==> src/rtl/pid_controller_param_pkg.sv <==
// Shared types for the parametrised PID controller: FSM state encoding and gain register selects.
package pid_pkg;

    typedef enum logic [2:0] {
        IDLE,
        ERR,
        TERMS,
        SUM,
        OUT
    } pid_state_e;

    localparam logic [1:0] SEL_KP  = 2'd0;
    localparam logic [1:0] SEL_KI  = 2'd1;
    localparam logic [1:0] SEL_KD  = 2'd2;
    localparam logic [1:0] SEL_CLR = 2'd3;

endpackage

==> src/rtl/pid_controller_param_if.sv <==
// Sample/gain/result bus of the PID controller; master drives samples and gain writes.
interface pid_controller_param_if #(
    parameter int DATA_W = 8,
    parameter int GAIN_W = 8
);
    logic              sample_valid;
    logic [DATA_W-1:0] setpoint;
    logic [DATA_W-1:0] feedback;
    logic              gain_we;
    logic [1:0]        gain_sel;
    logic [GAIN_W-1:0] gain_data;
    logic              busy;
    logic              out_valid;
    logic [DATA_W-1:0] control_out;

    modport master (
        output sample_valid, setpoint, feedback, gain_we, gain_sel, gain_data,
        input  busy, out_valid, control_out
    );

    modport slave (
        input  sample_valid, setpoint, feedback, gain_we, gain_sel, gain_data,
        output busy, out_valid, control_out
    );
endinterface

==> src/rtl/pid_controller_param_sat.sv <==
// Signed clamp of an IN_W-bit value into [LO, HI], truncated to OUT_W bits after clamping.
module pid_sat #(
    parameter int             IN_W  = 17,
    parameter int             OUT_W = 16,
    parameter longint signed  LO    = -4095,
    parameter longint signed  HI    = 4095
) (
    input  logic signed [IN_W-1:0] din,
    output logic        [OUT_W-1:0] dout
);
    localparam logic signed [IN_W-1:0] LO_V = IN_W'(LO);
    localparam logic signed [IN_W-1:0] HI_V = IN_W'(HI);

    logic signed [IN_W-1:0] clamped;

    always_comb begin
        clamped = din;
        if (din < LO_V)      clamped = LO_V;
        else if (din > HI_V) clamped = HI_V;
        dout = OUT_W'(clamped);
    end
endmodule

==> src/rtl/pid_controller_param.sv <==
// Runtime-programmable PID controller with anti-windup integrator and saturated unsigned output.
// Optional derivative IIR filter enabled by defining PID_DERIV_FILTER_EN.
module pid_controller_param
    import pid_pkg::*;
#(
    parameter int DATA_W    = 8,
    parameter int GAIN_W    = 8,
    parameter int FRAC_BITS = 4,
    parameter int ACC_W     = 16,
    parameter int INT_LIMIT = 4095,
    parameter int KP_RST    = 32,
    parameter int KI_RST    = 0,
    parameter int KD_RST    = 0
) (
    input  logic                     clk,
    input  logic                     rst_n,
    pid_controller_param_if.slave    bus
);
    localparam int E_W = DATA_W + 1;
    localparam int D_W = DATA_W + 2;
    localparam int P_W = ACC_W + GAIN_W + 2;

    pid_state_e              state;
    logic [GAIN_W-1:0]       kp, ki, kd;
    logic [GAIN_W-1:0]       kp_s, ki_s, kd_s;
    logic [DATA_W-1:0]       sp_q, fb_q;
    logic signed [E_W-1:0]   err, prev_err;
    logic signed [ACC_W-1:0] integral;
    logic                    first;
    logic signed [D_W-1:0]   deriv_raw, d_use;
    logic signed [ACC_W:0]   int_sum;
    logic [ACC_W-1:0]        int_clamped;
    logic signed [P_W-1:0]   acc_full, acc_sh;
    logic [DATA_W-1:0]       out_clamped;
    logic                    clr;

    assign clr       = bus.gain_we && (bus.gain_sel == SEL_CLR);
    assign int_sum   = (ACC_W+1)'(integral) + (ACC_W+1)'(err);
    assign deriv_raw = first ? '0 : (D_W'(err) - D_W'(prev_err));

`ifdef PID_DERIV_FILTER_EN
    logic signed [D_W-1:0] dfilt, dfilt_next;
    logic signed [D_W:0]   dfilt_diff;
    assign dfilt_diff = (D_W+1)'(deriv_raw) - (D_W+1)'(dfilt);
    assign dfilt_next = dfilt + D_W'(dfilt_diff >>> 2);
    assign d_use      = dfilt;
`else
    logic signed [D_W-1:0] deriv;
    assign d_use = deriv;
`endif

    // Gains are zero-extended into signed operands so unsigned gains never flip the product sign.
    assign acc_full = P_W'($signed({1'b0, kp_s})) * P_W'(err)
                    + P_W'($signed({1'b0, ki_s})) * P_W'(integral)
                    + P_W'($signed({1'b0, kd_s})) * P_W'(d_use);
    assign acc_sh   = acc_full >>> FRAC_BITS;

    pid_sat #(.IN_W(ACC_W+1), .OUT_W(ACC_W), .LO(-INT_LIMIT), .HI(INT_LIMIT))
        u_int_sat (.din(int_sum), .dout(int_clamped));

    pid_sat #(.IN_W(P_W), .OUT_W(DATA_W), .LO(0), .HI((2**DATA_W)-1))
        u_out_sat (.din(acc_sh), .dout(out_clamped));

    always_ff @(posedge clk or negedge rst_n) begin
        if (!rst_n) begin
            kp <= GAIN_W'(KP_RST);
            ki <= GAIN_W'(KI_RST);
            kd <= GAIN_W'(KD_RST);
        end else if (bus.gain_we) begin
            case (bus.gain_sel)
                SEL_KP:  kp <= bus.gain_data;
                SEL_KI:  ki <= bus.gain_data;
                SEL_KD:  kd <= bus.gain_data;
                default: ;
            endcase
        end
    end

    always_ff @(posedge clk or negedge rst_n) begin
        if (!rst_n) begin
            state           <= IDLE;
            bus.busy        <= 1'b0;
            bus.out_valid   <= 1'b0;
            bus.control_out <= '0;
            sp_q            <= '0;
            fb_q            <= '0;
            kp_s            <= '0;
            ki_s            <= '0;
            kd_s            <= '0;
            err             <= '0;
            prev_err        <= '0;
            integral        <= '0;
            first           <= 1'b1;
`ifdef PID_DERIV_FILTER_EN
            dfilt           <= '0;
`else
            deriv           <= '0;
`endif
        end else begin
            bus.out_valid <= 1'b0;
            case (state)
                IDLE: if (bus.sample_valid) begin
                    sp_q     <= bus.setpoint;
                    fb_q     <= bus.feedback;
                    kp_s     <= kp;
                    ki_s     <= ki;
                    kd_s     <= kd;
                    bus.busy <= 1'b1;
                    state    <= ERR;
                end
                ERR: begin
                    err   <= $signed({1'b0, sp_q}) - $signed({1'b0, fb_q});
                    state <= TERMS;
                end
                TERMS: begin
                    integral <= $signed(int_clamped);
`ifdef PID_DERIV_FILTER_EN
                    dfilt    <= dfilt_next;
`else
                    deriv    <= deriv_raw;
`endif
                    prev_err <= err;
                    first    <= 1'b0;
                    state    <= SUM;
                end
                // Output registers load on the edge into OUT so out_valid is high throughout OUT.
                SUM: begin
                    bus.control_out <= out_clamped;
                    bus.out_valid   <= 1'b1;
                    state           <= OUT;
                end
                OUT: begin
                    bus.busy <= 1'b0;
                    state    <= IDLE;
                end
                default: state <= IDLE;
            endcase

            // A clear overrides any history update made in TERMS on the same edge.
            if (clr) begin
                integral <= '0;
                prev_err <= '0;
                first    <= 1'b1;
`ifdef PID_DERIV_FILTER_EN
                dfilt    <= '0;
`else
                if (state == TERMS) deriv <= '0;
`endif
            end
        end
    end
endmodule

==> src/flat_wrapper.sv <==
// flat-port wrapper written by rule: the top's interface ports become plain ports
module pid_controller_param_flat import pid_pkg::*;
#(
    parameter int DATA_W    = 8,
    parameter int GAIN_W    = 8,
    parameter int FRAC_BITS = 4,
    parameter int ACC_W     = 16,
    parameter int INT_LIMIT = 4095,
    parameter int KP_RST    = 32,
    parameter int KI_RST    = 0,
    parameter int KD_RST    = 0
)
  (clk, rst_n, bus_sample_valid, bus_setpoint, bus_feedback, bus_gain_we, bus_gain_sel, bus_gain_data, bus_busy, bus_out_valid, bus_control_out);
  pid_controller_param_if #(.DATA_W(DATA_W), .GAIN_W(GAIN_W)) bus_i ();
  input  logic clk;
  input  logic rst_n;
  input wire logic [$bits(bus_i.sample_valid)-1:0] bus_sample_valid;
  input wire logic [$bits(bus_i.setpoint)-1:0] bus_setpoint;
  input wire logic [$bits(bus_i.feedback)-1:0] bus_feedback;
  input wire logic [$bits(bus_i.gain_we)-1:0] bus_gain_we;
  input wire logic [$bits(bus_i.gain_sel)-1:0] bus_gain_sel;
  input wire logic [$bits(bus_i.gain_data)-1:0] bus_gain_data;
  output wire logic [$bits(bus_i.busy)-1:0] bus_busy;
  output wire logic [$bits(bus_i.out_valid)-1:0] bus_out_valid;
  output wire logic [$bits(bus_i.control_out)-1:0] bus_control_out;
  assign bus_i.sample_valid = bus_sample_valid;
  assign bus_i.setpoint = bus_setpoint;
  assign bus_i.feedback = bus_feedback;
  assign bus_i.gain_we = bus_gain_we;
  assign bus_i.gain_sel = bus_gain_sel;
  assign bus_i.gain_data = bus_gain_data;
  assign bus_busy = bus_i.busy;
  assign bus_out_valid = bus_i.out_valid;
  assign bus_control_out = bus_i.control_out;
  pid_controller_param #(.DATA_W(DATA_W), .GAIN_W(GAIN_W), .FRAC_BITS(FRAC_BITS), .ACC_W(ACC_W), .INT_LIMIT(INT_LIMIT), .KP_RST(KP_RST), .KI_RST(KI_RST), .KD_RST(KD_RST)) u_core (.clk(clk), .rst_n(rst_n), .bus(bus_i));
endmodule
==> config.mk <==
export PLATFORM = sky130hd
export DESIGN_NAME = pid_controller_param_flat
export DESIGN_NICKNAME = d
export VERILOG_FILES = /design/src/rtl/pid_controller_param_pkg.sv /design/src/rtl/pid_controller_param_if.sv /design/src/rtl/pid_controller_param_sat.sv /design/src/rtl/pid_controller_param.sv /design/src/flat_wrapper.sv
export SDC_FILE = /design/constraint.sdc
export NUM_CORES = 1
export LEC_CHECK = 0
export BUFFER_PORTS_ARGS = -buffer_cell sky130_fd_sc_hd__buf_2
export CORE_ASPECT_RATIO = 0.7
export CORE_UTILIZATION = 45
export DETAILED_ROUTE_END_ITERATION = 6
export GPL_TIMING_DRIVEN = 0
export PLACE_DENSITY_LB_ADDON = 0.1
export SYNTH_ARGS = -nofsm -noshare
export SYNTH_HDL_FRONTEND = slang
export SYNTH_SLANG_ARGS = --single-unit
==> constraint.sdc <==
create_clock -name clk -period 22.6 [get_ports clk]
set_input_delay 4.52 -clock clk [delete_from_list [all_inputs] [get_ports clk]]
set_output_delay 4.52 -clock clk [all_outputs]
set_load 0.01 [all_outputs]
==> key figures <==
Status
  – Status: finished clean

Global route
  – Wire length of the first global-routing pass: 67700 um
  – Largest net degree at the start of global routing: 64
  – Initial antenna violation count: 1
  – Total track usage: 21.6%
  – Number of global-route vias before repair: 12.5k
  – GRT overflow: 0

Drt
  – Routed WL per cell: approximately 17 um
  – Residual DRC count: 0
  – Routed WL: a little over 40000 um
  – DRT iter0 DRCs: 780
  – Vias per cell: roughly 5
  – Via count: 12.5k
  – Detail Route Antenna Nets: 0
  – DRT Pass-1 Iters: 5

Timing
  – RSZ-0062 raised after global routing: false
  – Layout Skew: 15.2 ps
  – Max_slew headroom: 14.4%
  – Setup TNS: 0 ps
  – Final hold viol count: 0
  – Fmax: 0.0984 GHz
  – Count of final setup violators: 0
  – Worst Tran Pin Value: around 1300 ps
  – Period minus WS final: 10160 ps
  – Final slew viol count: 0
  – Final Cycle Share: 44.9%
  – Min Hold Slack: 501 ps

Finish
  – Layout overhead on the synthesized area: 8.44%
  – Top flop regs: u_core.integral (16), u_core.err (9), u_core.prev_err (9)
  – Largest register FFs: 16
  – Nets: 2434
  – Final std cells w/o fill: 2491
  – Layout cells sized above 1: 7.44%
  – Largest Register: u_core.integral

Critical path
  – R2r setup slk: ~12000 ps
  – Reg2reg path depth: 32
  – Crit path kind: reg -> reg
  – WP data arrival: 10490 ps
  – CP peak stage delay: 730 ps
  – RR Endpoint: u_core.bus.control_out[5]
  – WP data required: 22930 ps
  – Critical Path Fanout Max: 10
  – Critical path's slowest cell: xor2_1
  – CP endpoint kind: flip-flop
  – Worst setup SP type: flip-flop
  – CP most frequent cell: fa_1
  – RR Startpoint: u_core.err[7]

Die
  – Die Span X: around 240 um
  – Starting Density: 46.1%
  – DIE AREA: 40500 um2
  – Die Y: ~170 um
  – Core area: 38700 um2
  – IO Pins: 40
  – Row Count: 60

Yosys
  – Combinational family with the most area after synthesis: adder cells
  – Asr flop ratio synth: 100%
  – Synth area leaders: fa_1 30%, dfrtp_1 17%, ha_1 13%, inv_1 8.0%, and2_1 6.1%
  – Simple-gate area share of the yosys netlist: 13.9%
  – Multiplexer share of the synthesized area: under 10%
  – Adder-cell share of the synthesized area: 42.9%
  – Compound-gate portion of the synthesized area: 9.06%
  – Mapped Nets: 2375
  – Post-synth EDFFs: 0
  – Post-synth top flop: dfrtp_1
  – Count leader, synth: inv_1
  – Cells after Synth: 1891
  – Unique cell type count in the Yosys netlist: 65
  – #FFs+latches synth: ~120
  – Commonest cells post-synth: 379 x inv_1, 264 x fa_1, 190 x ha_1
  – Synthesized area per cell: 9.44 um2
  – Post-Syn Area: 17800 um2
  – Post-Synth XOR/XNOR Area: 3.83%
  – Synth warn: 0
  – Sequential area share after synthesis: between 15 and 20%
  – Post-synth top area share: slightly below 30%
  – Synth area leader: fa_1

Clock network
  – TritonCTS Buffers: 17
  – Clock sinks: 122
  – Clock-pin slew on the worst setup and hold paths: ~70 ps
  – Root Driver: clkbuf_16
  – CTS Hold Buffers Added: 0
  – CTS tree: done
  – H-tree lvl count: 4
  – CTS resizes: 0
  – Setup Fix Bufs, Post-CTS: 0
  – Clk buf depth: 2
  – Worst-Skew Late Latency: approximately 440 ps

Place
  – HPWL Detailed: 35000 um
  – I/O Buffers: 39
  – GPL Wtd Cong: 0.858
  – Post-Place Cells: 2458

Worst hold path
  – Hold EP: u_core.kp[0]
  – Hold Crit Class: reg -> reg
  – Min-delay src: u_core.kp[0]
  – Hold depth: 1

Flow run
  – Maxcap violations: 0
[metal layers]
layer,up-vias,GRT usage [%],wire (um)
met2,206,30.5,17000
li1,6069,-,-
met4,0,3.82,441
met5,-,0,0
met3,29,3.47,1930
met1,6229,34.7,22200
[per-stage QoR]
stage	cell area, um2	worst slack (ps)	util [%]
2_1_floorplan	17800	13790	-
3_3_place_gp	18700	12410	48.3
3_5_place_dp	18700	12450	48.4
4_1_cts	19300	12420	50.0
5_1_grt	19300	11650	50.0
6_report	19400	12440	50.0
[cell usage in the layout (no fill, tap or decap), drive strengths merged, types with 8 or more instances in the layout]
master  netlist  layout
nor2         50      50
o21bai       10      10
clkbuf       61      79
xor2         30      30
dfrtp       120     120
a211oi       16      16
mux2         55      55
inv         379     384
a21oi        73      73
buf           5      45
o21a          9       9
nand3        13      13
and2        174     174
a22o          8       8
a21o         25      25
o21ai        47      47
nand2       182     182
a31oi         9       9
xnor2        48      48
ha          190     190
fa          264     264
nor2b        14      14
nor3         10      10
nand2b       12      12
[critical path: cells and delay by family, from the launching register on]
family,cells,cell delay [ps]
compound gates,10,2120
xor+xnor,1,730
fa+ha+maj,10,4810
buf+inv,8,1150
flops,1,480
simple gates,3,740
[worst max-delay path by stage]
stage                                 to          start
2_1_floorplan  u_core.bus.control_out[5]  u_core.err[8]
3_3_place_gp   u_core.bus.control_out[5]  u_core.err[1]
3_5_place_dp   u_core.bus.control_out[7]  u_core.err[7]
4_1_cts        u_core.bus.control_out[5]  u_core.err[7]
5_1_grt        u_core.bus.control_out[5]  u_core.err[1]
6_report       u_core.bus.control_out[5]  u_core.err[7]
[logic make-up after synthesis]
| family | count (synthesis) |
|---|---|
| AO/OA/AOI/OAI | 243 |
| XOR/XNOR | 78 |
| adder cells (fa/ha/maj) | 454 |
| buffers and inverters | 445 |
| flip-flops | 122 |
| multiplexers | 59 |
| AND/OR/NAND/NOR | 490 |
[layout make-up]
class	count	area, um2
Antenna cell	1	2.50
Buffer	66	258
Clock buffer	18	429
Clock inverter	14	186
Fill cell	3699	19400
Inverter	379	1420
Multi-Input combinational cell	1324	13100
Sequential cell	122	3060
Tap cell	527	659
Timing Repair Buffer	40	229
Power is left out: the tool's default activity adds up to more than one toggle a clock period on the data nets, which glitch-free logic cannot reach.
